`src/rtl/pipe_pkg.sv`:
```
// pipe_pkg -- shared definitions for the skid-buffered pipeline stage.
//   state_t     : occupancy of the stage (EMPTY, ONE = main only, FULL = main + skid)
//   STALL_CNT_W : width of the saturating stall counter
//   sat_inc     : saturating increment helper for the stall counter
package pipe_pkg;

  localparam int STALL_CNT_W = 16;

  typedef enum logic [1:0] {
    EMPTY = 2'd0,
    ONE   = 2'd1,
    FULL  = 2'd2
  } state_t;

  function automatic logic [STALL_CNT_W-1:0] sat_inc(input logic [STALL_CNT_W-1:0] v);
    return (v == {STALL_CNT_W{1'b1}}) ? v : v + 1'b1;
  endfunction

endpackage

```
`src/rtl/flopr.sv`:
```
// flopr -- enabled register with synchronous active-high reset to zero.
//   clk   : clock
//   reset : synchronous clear (wins over en)
//   en    : load enable
//   d / q : WIDTH-bit data in / registered data out
module flopr #(
  parameter int WIDTH = 8
) (
  input  logic             clk,
  input  logic             reset,
  input  logic             en,
  input  logic [WIDTH-1:0] d,
  output logic [WIDTH-1:0] q
);

  always_ff @(posedge clk) begin
    if (reset)   q <= '0;
    else if (en) q <= d;
  end

endmodule

```
`src/rtl/pipe_stage_skid.sv`:
```
// pipe_stage_skid -- one pipeline stage with a two-entry (main + skid) buffer so
// in_ready depends only on registered state, never combinationally on out_ready.
//   clk, reset          : clock, synchronous active-high reset
//   flush               : kill all held entries (and any same-cycle input beat)
//   in_valid/in_ready   : upstream handshake; in_data/in_ctrl upstream payload
//   out_valid/out_ready : downstream handshake; out_data/out_ctrl from main entry
//   stall_cycles        : saturating count of cycles with out_valid & ~out_ready
module pipe_stage_skid
  import pipe_pkg::*;
#(
  parameter int DATA_W              = 16,
  parameter int CTRL_W              = 8,
  parameter bit CLEAR_DATA_ON_FLUSH = 1'b0
) (
  input  logic                   clk,
  input  logic                   reset,
  input  logic                   flush,
  input  logic                   in_valid,
  output logic                   in_ready,
  input  logic [DATA_W-1:0]      in_data,
  input  logic [CTRL_W-1:0]      in_ctrl,
  output logic                   out_valid,
  input  logic                   out_ready,
  output logic [DATA_W-1:0]      out_data,
  output logic [CTRL_W-1:0]      out_ctrl,
  output logic [STALL_CNT_W-1:0] stall_cycles
);

  localparam int EW = DATA_W + CTRL_W;
  localparam int NENT = 2;  // entry 0 = main, entry 1 = skid

  state_t                      r_state, w_nxt;
  logic [STALL_CNT_W-1:0]      r_stall;
  logic [NENT-1:0][EW-1:0]     w_d, w_q;
  logic [NENT-1:0]             w_en;
  logic                        w_clr, w_acc, w_rel;

  assign in_ready  = (r_state != FULL) & ~reset;
  assign out_valid = (r_state != EMPTY);
  assign w_acc     = in_valid & in_ready;
  assign w_rel     = out_valid & out_ready;
  // Entry storage is cleared by reset, and also by flush when the stage is
  // configured to scrub stale payloads.
  assign w_clr     = reset | (CLEAR_DATA_ON_FLUSH & flush);

  always_comb begin
    w_nxt   = r_state;
    w_en    = '0;
    w_d[0]  = {in_data, in_ctrl};
    w_d[1]  = {in_data, in_ctrl};
    unique case (r_state)
      EMPTY: if (w_acc) begin
        w_nxt   = ONE;
        w_en[0] = 1'b1;
      end
      ONE: begin
        if (w_acc && w_rel) begin
          w_en[0] = 1'b1;
        end else if (w_rel) begin
          w_nxt = EMPTY;
        end else if (w_acc) begin
          w_nxt   = FULL;
          w_en[1] = 1'b1;
        end
      end
      FULL: if (w_rel) begin
        // in_ready is low here, so the only source for main is the skid entry
        w_nxt   = ONE;
        w_en[0] = 1'b1;
        w_d[0]  = w_q[1];
      end
      default: w_nxt = EMPTY;
    endcase
    if (flush) begin
      w_nxt = EMPTY;
      w_en  = '0;
    end
  end

  always_ff @(posedge clk) begin
    if (reset) r_state <= EMPTY;
    else       r_state <= w_nxt;
  end

  for (genvar g = 0; g < NENT; g++) begin : g_ent
    flopr #(.WIDTH(EW)) u_ent (
      .clk   (clk),
      .reset (w_clr),
      .en    (w_en[g]),
      .d     (w_d[g]),
      .q     (w_q[g])
    );
  end

  always_ff @(posedge clk) begin
    if (reset)                               r_stall <= '0;
    else if (out_valid & ~out_ready & ~flush) r_stall <= sat_inc(r_stall);
  end

  assign out_data     = w_q[0][EW-1:CTRL_W];
  // A bubble must never carry write enables downstream.
  assign out_ctrl     = out_valid ? w_q[0][CTRL_W-1:0] : '0;
  assign stall_cycles = r_stall;

endmodule

```
`config.mk`:
```
export PLATFORM = sky130hd
export DESIGN_NAME = pipe_stage_skid
export DESIGN_NICKNAME = d
export VERILOG_FILES = /design/src/rtl/pipe_pkg.sv /design/src/rtl/flopr.sv /design/src/rtl/pipe_stage_skid.sv
export SDC_FILE = /design/constraint.sdc
export NUM_CORES = 1
export LEC_CHECK = 0
export BUFFER_PORTS_ARGS = -buffer_cell sky130_fd_sc_hd__buf_2
export CORE_MARGIN = 4
export CORE_UTILIZATION = 50
export DETAILED_ROUTE_END_ITERATION = 6
export PLACE_DENSITY = 0.75
export SYNTH_ARGS = -nofsm -noshare
export SYNTH_HDL_FRONTEND = slang
export SYNTH_HIERARCHICAL = 1
export SYNTH_SLANG_ARGS = --single-unit
```
`constraint.sdc`:
```
create_clock -name clk -period 1.8 [get_ports clk]
set_input_delay 0.09 -clock clk [delete_from_list [all_inputs] [get_ports clk]]
set_output_delay 0.09 -clock clk [all_outputs]
set_load 0.01 [all_outputs]
```
==> qor.txt <==
CTS Buffer Depth = 2
Overall Global Routing Usage = 17.9%
Family with the most delay on the worst path = flip-flops
Synthesized cell area = 0.00317 mm2
Area contributors post-synth = dfxtp_1 42%, mux2i_1 15%, mux2_2 9.6%, nor2_1 6.3%, buf_12 2.5%
N_diodes = 0
Fraction of registers with async set/reset = 0%
Grt ovf = 0
Vias in the first global route = 2,398
Final WL = 6710 um
Maximum vdd drop = 0.404 mV
WS Path Type = reg2reg
Worst-path clk slew = 0.07 ns
Core ar. = 0.00603 mm2
Slew @ Worst Pin = 0.446 ns
Clk_lat worst skew = 0.33 ns
Largest net degree at the start of global routing = 42
Post-DP HPWL = 4650 um
Pins Over Slew Limit = 0
Register area share after synthesis = 41.6%
Crit end category = flop
DR WL/cell = 14.3 um
Routed Antenna Nets = 0
Layout area overhead = 20.5%
Max transition margin = 70.0%
Clock sinks = 66
CP startpoint kind = flop
Most used cell along the critical path = buf_4
WP data required = 2.03 ns
Pwr/cell area = 755 mW/mm2
Post-synth cell types = 47
Global placer's final weighted congestion = 0.806
Leading area contributor after synthesis = dfxtp_1
CTS buffer count = 9
Tmin final = 1.70 ns
Clock Skews = 0.00557 ns
Outcome = finished clean
Yosys Warn Count = 6
Post-layout util = 63.5%
Die Ht = 87.7 um
Syn avg cell area = 10.3 um2
Share of cells above drive strength 1 = 35.9%
EDFF count, synth = 0
Post-route DRC = 0
Post-synthesis cell count = 308
Nets@finish = 420
Worst min path class = in2reg
CTS tree = done
Worst EP arrival = 1.93 ns
Primary FF master, synth = dfxtp_1
Crit Path Max Fanout = 9
Clock Tree Root = clkbuf_8
Initial DRT Pass Iterations = 4
Worst path cell trace = ha_1, nand4_1, buf_4, nor4_4, buf_4, o311ai_0, o41ai_1
CP peak stage delay = 0.38 ns
Leak = 1.59 nW
Max Fclk = 0.587 GHz
Vias/cell = 5.28
Max Cap Violations = 0
Fin. Hold Viols = 0
Via count = 2,482
Crit path buf inv count = 2
Power, Total = 2.89 mW
Final setup viols = 0
Crit share post-route = 94.7%
Std-Cell Rows = 28
H-tree Lvls = 3
Synth Register Bits = 66
IO buf count = 70
Initial detailed-routing violation count = 97
Initial antenna violation count = 0
Top-Level Pins = 71
Initial Util = 52.7%
FILL cells = 503
Post-Syn Nets = 338
Die area = 0.00768 mm2
Chip width = 87.7 um
Slowest cell on the critical path = dfxtp_1
Top-area cell type share of the netlist area = 41.6%
First-pass GRT wire length = 11,000 um
## worst min-delay path, delay by kind of cell
| kind | cells | cell delay, ns |
|---|---|---|
| mux | 1 | 0.06 |
| simple gates | 1 | 0.08 |
| buf+inv | 1 | 0.08 |
## layer usage
| metal | vias to the layer above | GRT usage (%) | wire, um |
|---|---|---|---|
| met5 | - | 0 | 0 |
| met4 | 0 | 7.11 | 77 |
| met3 | 9 | 3.10 | 317 |
| met2 | 53 | 30.3 | 3310 |
| met1 | 1156 | 22.6 | 3000 |
| li1 | 1264 | - | - |
## what timing repair did
action / CTS / global route
setup buffers: 0 / 2
hold endpoints to repair: 6 / 0
hold buffers: 6 / 0
endpoints found under the setup margin: 0 / 5
gates resized for setup: 0 / 3
## registers in the layout (all words and copies together) (netlist names)
| name | flops |
|---|---|
| r_state | 2 |
| stall_cycles | 16 |
| g_ent.u_ent/q | 48 |
## worst paths after layout
path                                                        start                                end  slack, ns  cells after the start
worst min-delay path                                   in_data[2]  g_ent[1].u_ent/q[10]$_SDFFE_PP0P_      0.008                      3
worst max-delay path                 stall_cycles[0]$_SDFFE_PP0P_       stall_cycles[7]$_SDFFE_PP0P_        0.1                      7
worst min register to register  g_ent[0].u_ent/q[10]$_SDFFE_PP0P_  g_ent[0].u_ent/q[10]$_SDFFE_PP0P_       0.49                      2
worst max register to register       stall_cycles[0]$_SDFFE_PP0P_       stall_cycles[7]$_SDFFE_PP0P_        0.1                      7
## per-stage QoR
step,setup TNS (ns),std cells,hold slack (ns),cell area (um2),worst slack [ns]
2_1_floorplan,0,308,0.162,3170,0.229
3_3_place_gp,0,446,0.336,3550,0.153
3_5_place_dp,0,446,0.346,3550,0.0923
4_1_cts,0,468,0.00137,3790,0.0880
5_1_grt,-0.0174,470,0.0289,3820,-0.0123
6_report,0,470,0.00814,3820,0.0956
## area by class of cell
type / count / area [um2] / share of cell area, %
well taps: 75 / 93.8 / 2.45
clock inverters: 6 / 41.3 / 1.08
multi-input cells: 220 / 1680 / 44.0
clock buffers: 10 / 138 / 3.60
flip-flops and latches: 66 / 1320 / 34.5
repair buffers: 89 / 533 / 13.9
inverters: 4 / 15.0 / 0.393
## power breakdown
part,total [mW],switching (mW),internal (mW)
Sequential,1.50,0.0159,1.49
Clock,1.12,0.587,0.537
Combinational,0.261,0.132,0.129
## logic make-up (layout without fill, tap and decap cells)
group,after synthesis,in the layout,share of synthesized area [%]
adders and majority gates,1,1,0.394
muxes,75,75,24.7
and+or+nand+nor,112,112,20.2
DFF,66,66,41.6
AOI/OAI and AO/OA,32,32,6.90
buffers and inverters,22,109,6.19
## cells in the mapped netlist (3+ instances only)
cell      count
mux2i_1      48
nor3b_1       3
o31ai_1       3
dfxtp_1      66
and2_1        8
nor4_1        5
o311ai_0      3
buf_6         3
nand4_2       3
inv_1         4
clkbuf_1      4
or4_1         3
nor2_1       53
o21ai_0       5
or3_1         4
nand3_1       4
nand2_1       5
buf_2         5
nand4_1       4
nor2b_1       4
buf_12        4
mux2_2       27
a21oi_1       9
o41ai_1       4
## cell usage in the layout, fill, tap and decap left out, types with 2 or more instances in the layout
| cell | count |
|---|---|
| mux2_2 | 27 |
| nand4_4 | 2 |
| nor3b_1 | 2 |
| inv_1 | 4 |
| nor4_2 | 2 |
| a21oi_1 | 9 |
| and2_1 | 8 |
| nor4_1 | 4 |
| and3_1 | 2 |
| clkinv_2 | 2 |
| dfxtp_1 | 66 |
| clkinvlp_4 | 3 |
| or4_1 | 3 |
| mux2i_1 | 48 |
| o311ai_0 | 3 |
| clkbuf_8 | 10 |
| o31ai_1 | 3 |
| buf_2 | 70 |
| nand2_1 | 5 |
| or3_1 | 4 |
| nor2_1 | 52 |
| nor3_1 | 2 |
| and2_2 | 2 |
| nand4_2 | 2 |
| dlygate4sd3_1 | 6 |
| buf_12 | 2 |
| nand4_1 | 4 |
| o21ai_0 | 5 |
| o41ai_1 | 4 |
| nand3_1 | 4 |
| nor2b_1 | 4 |
| buf_4 | 11 |
Power figures use the tool's default switching activity.
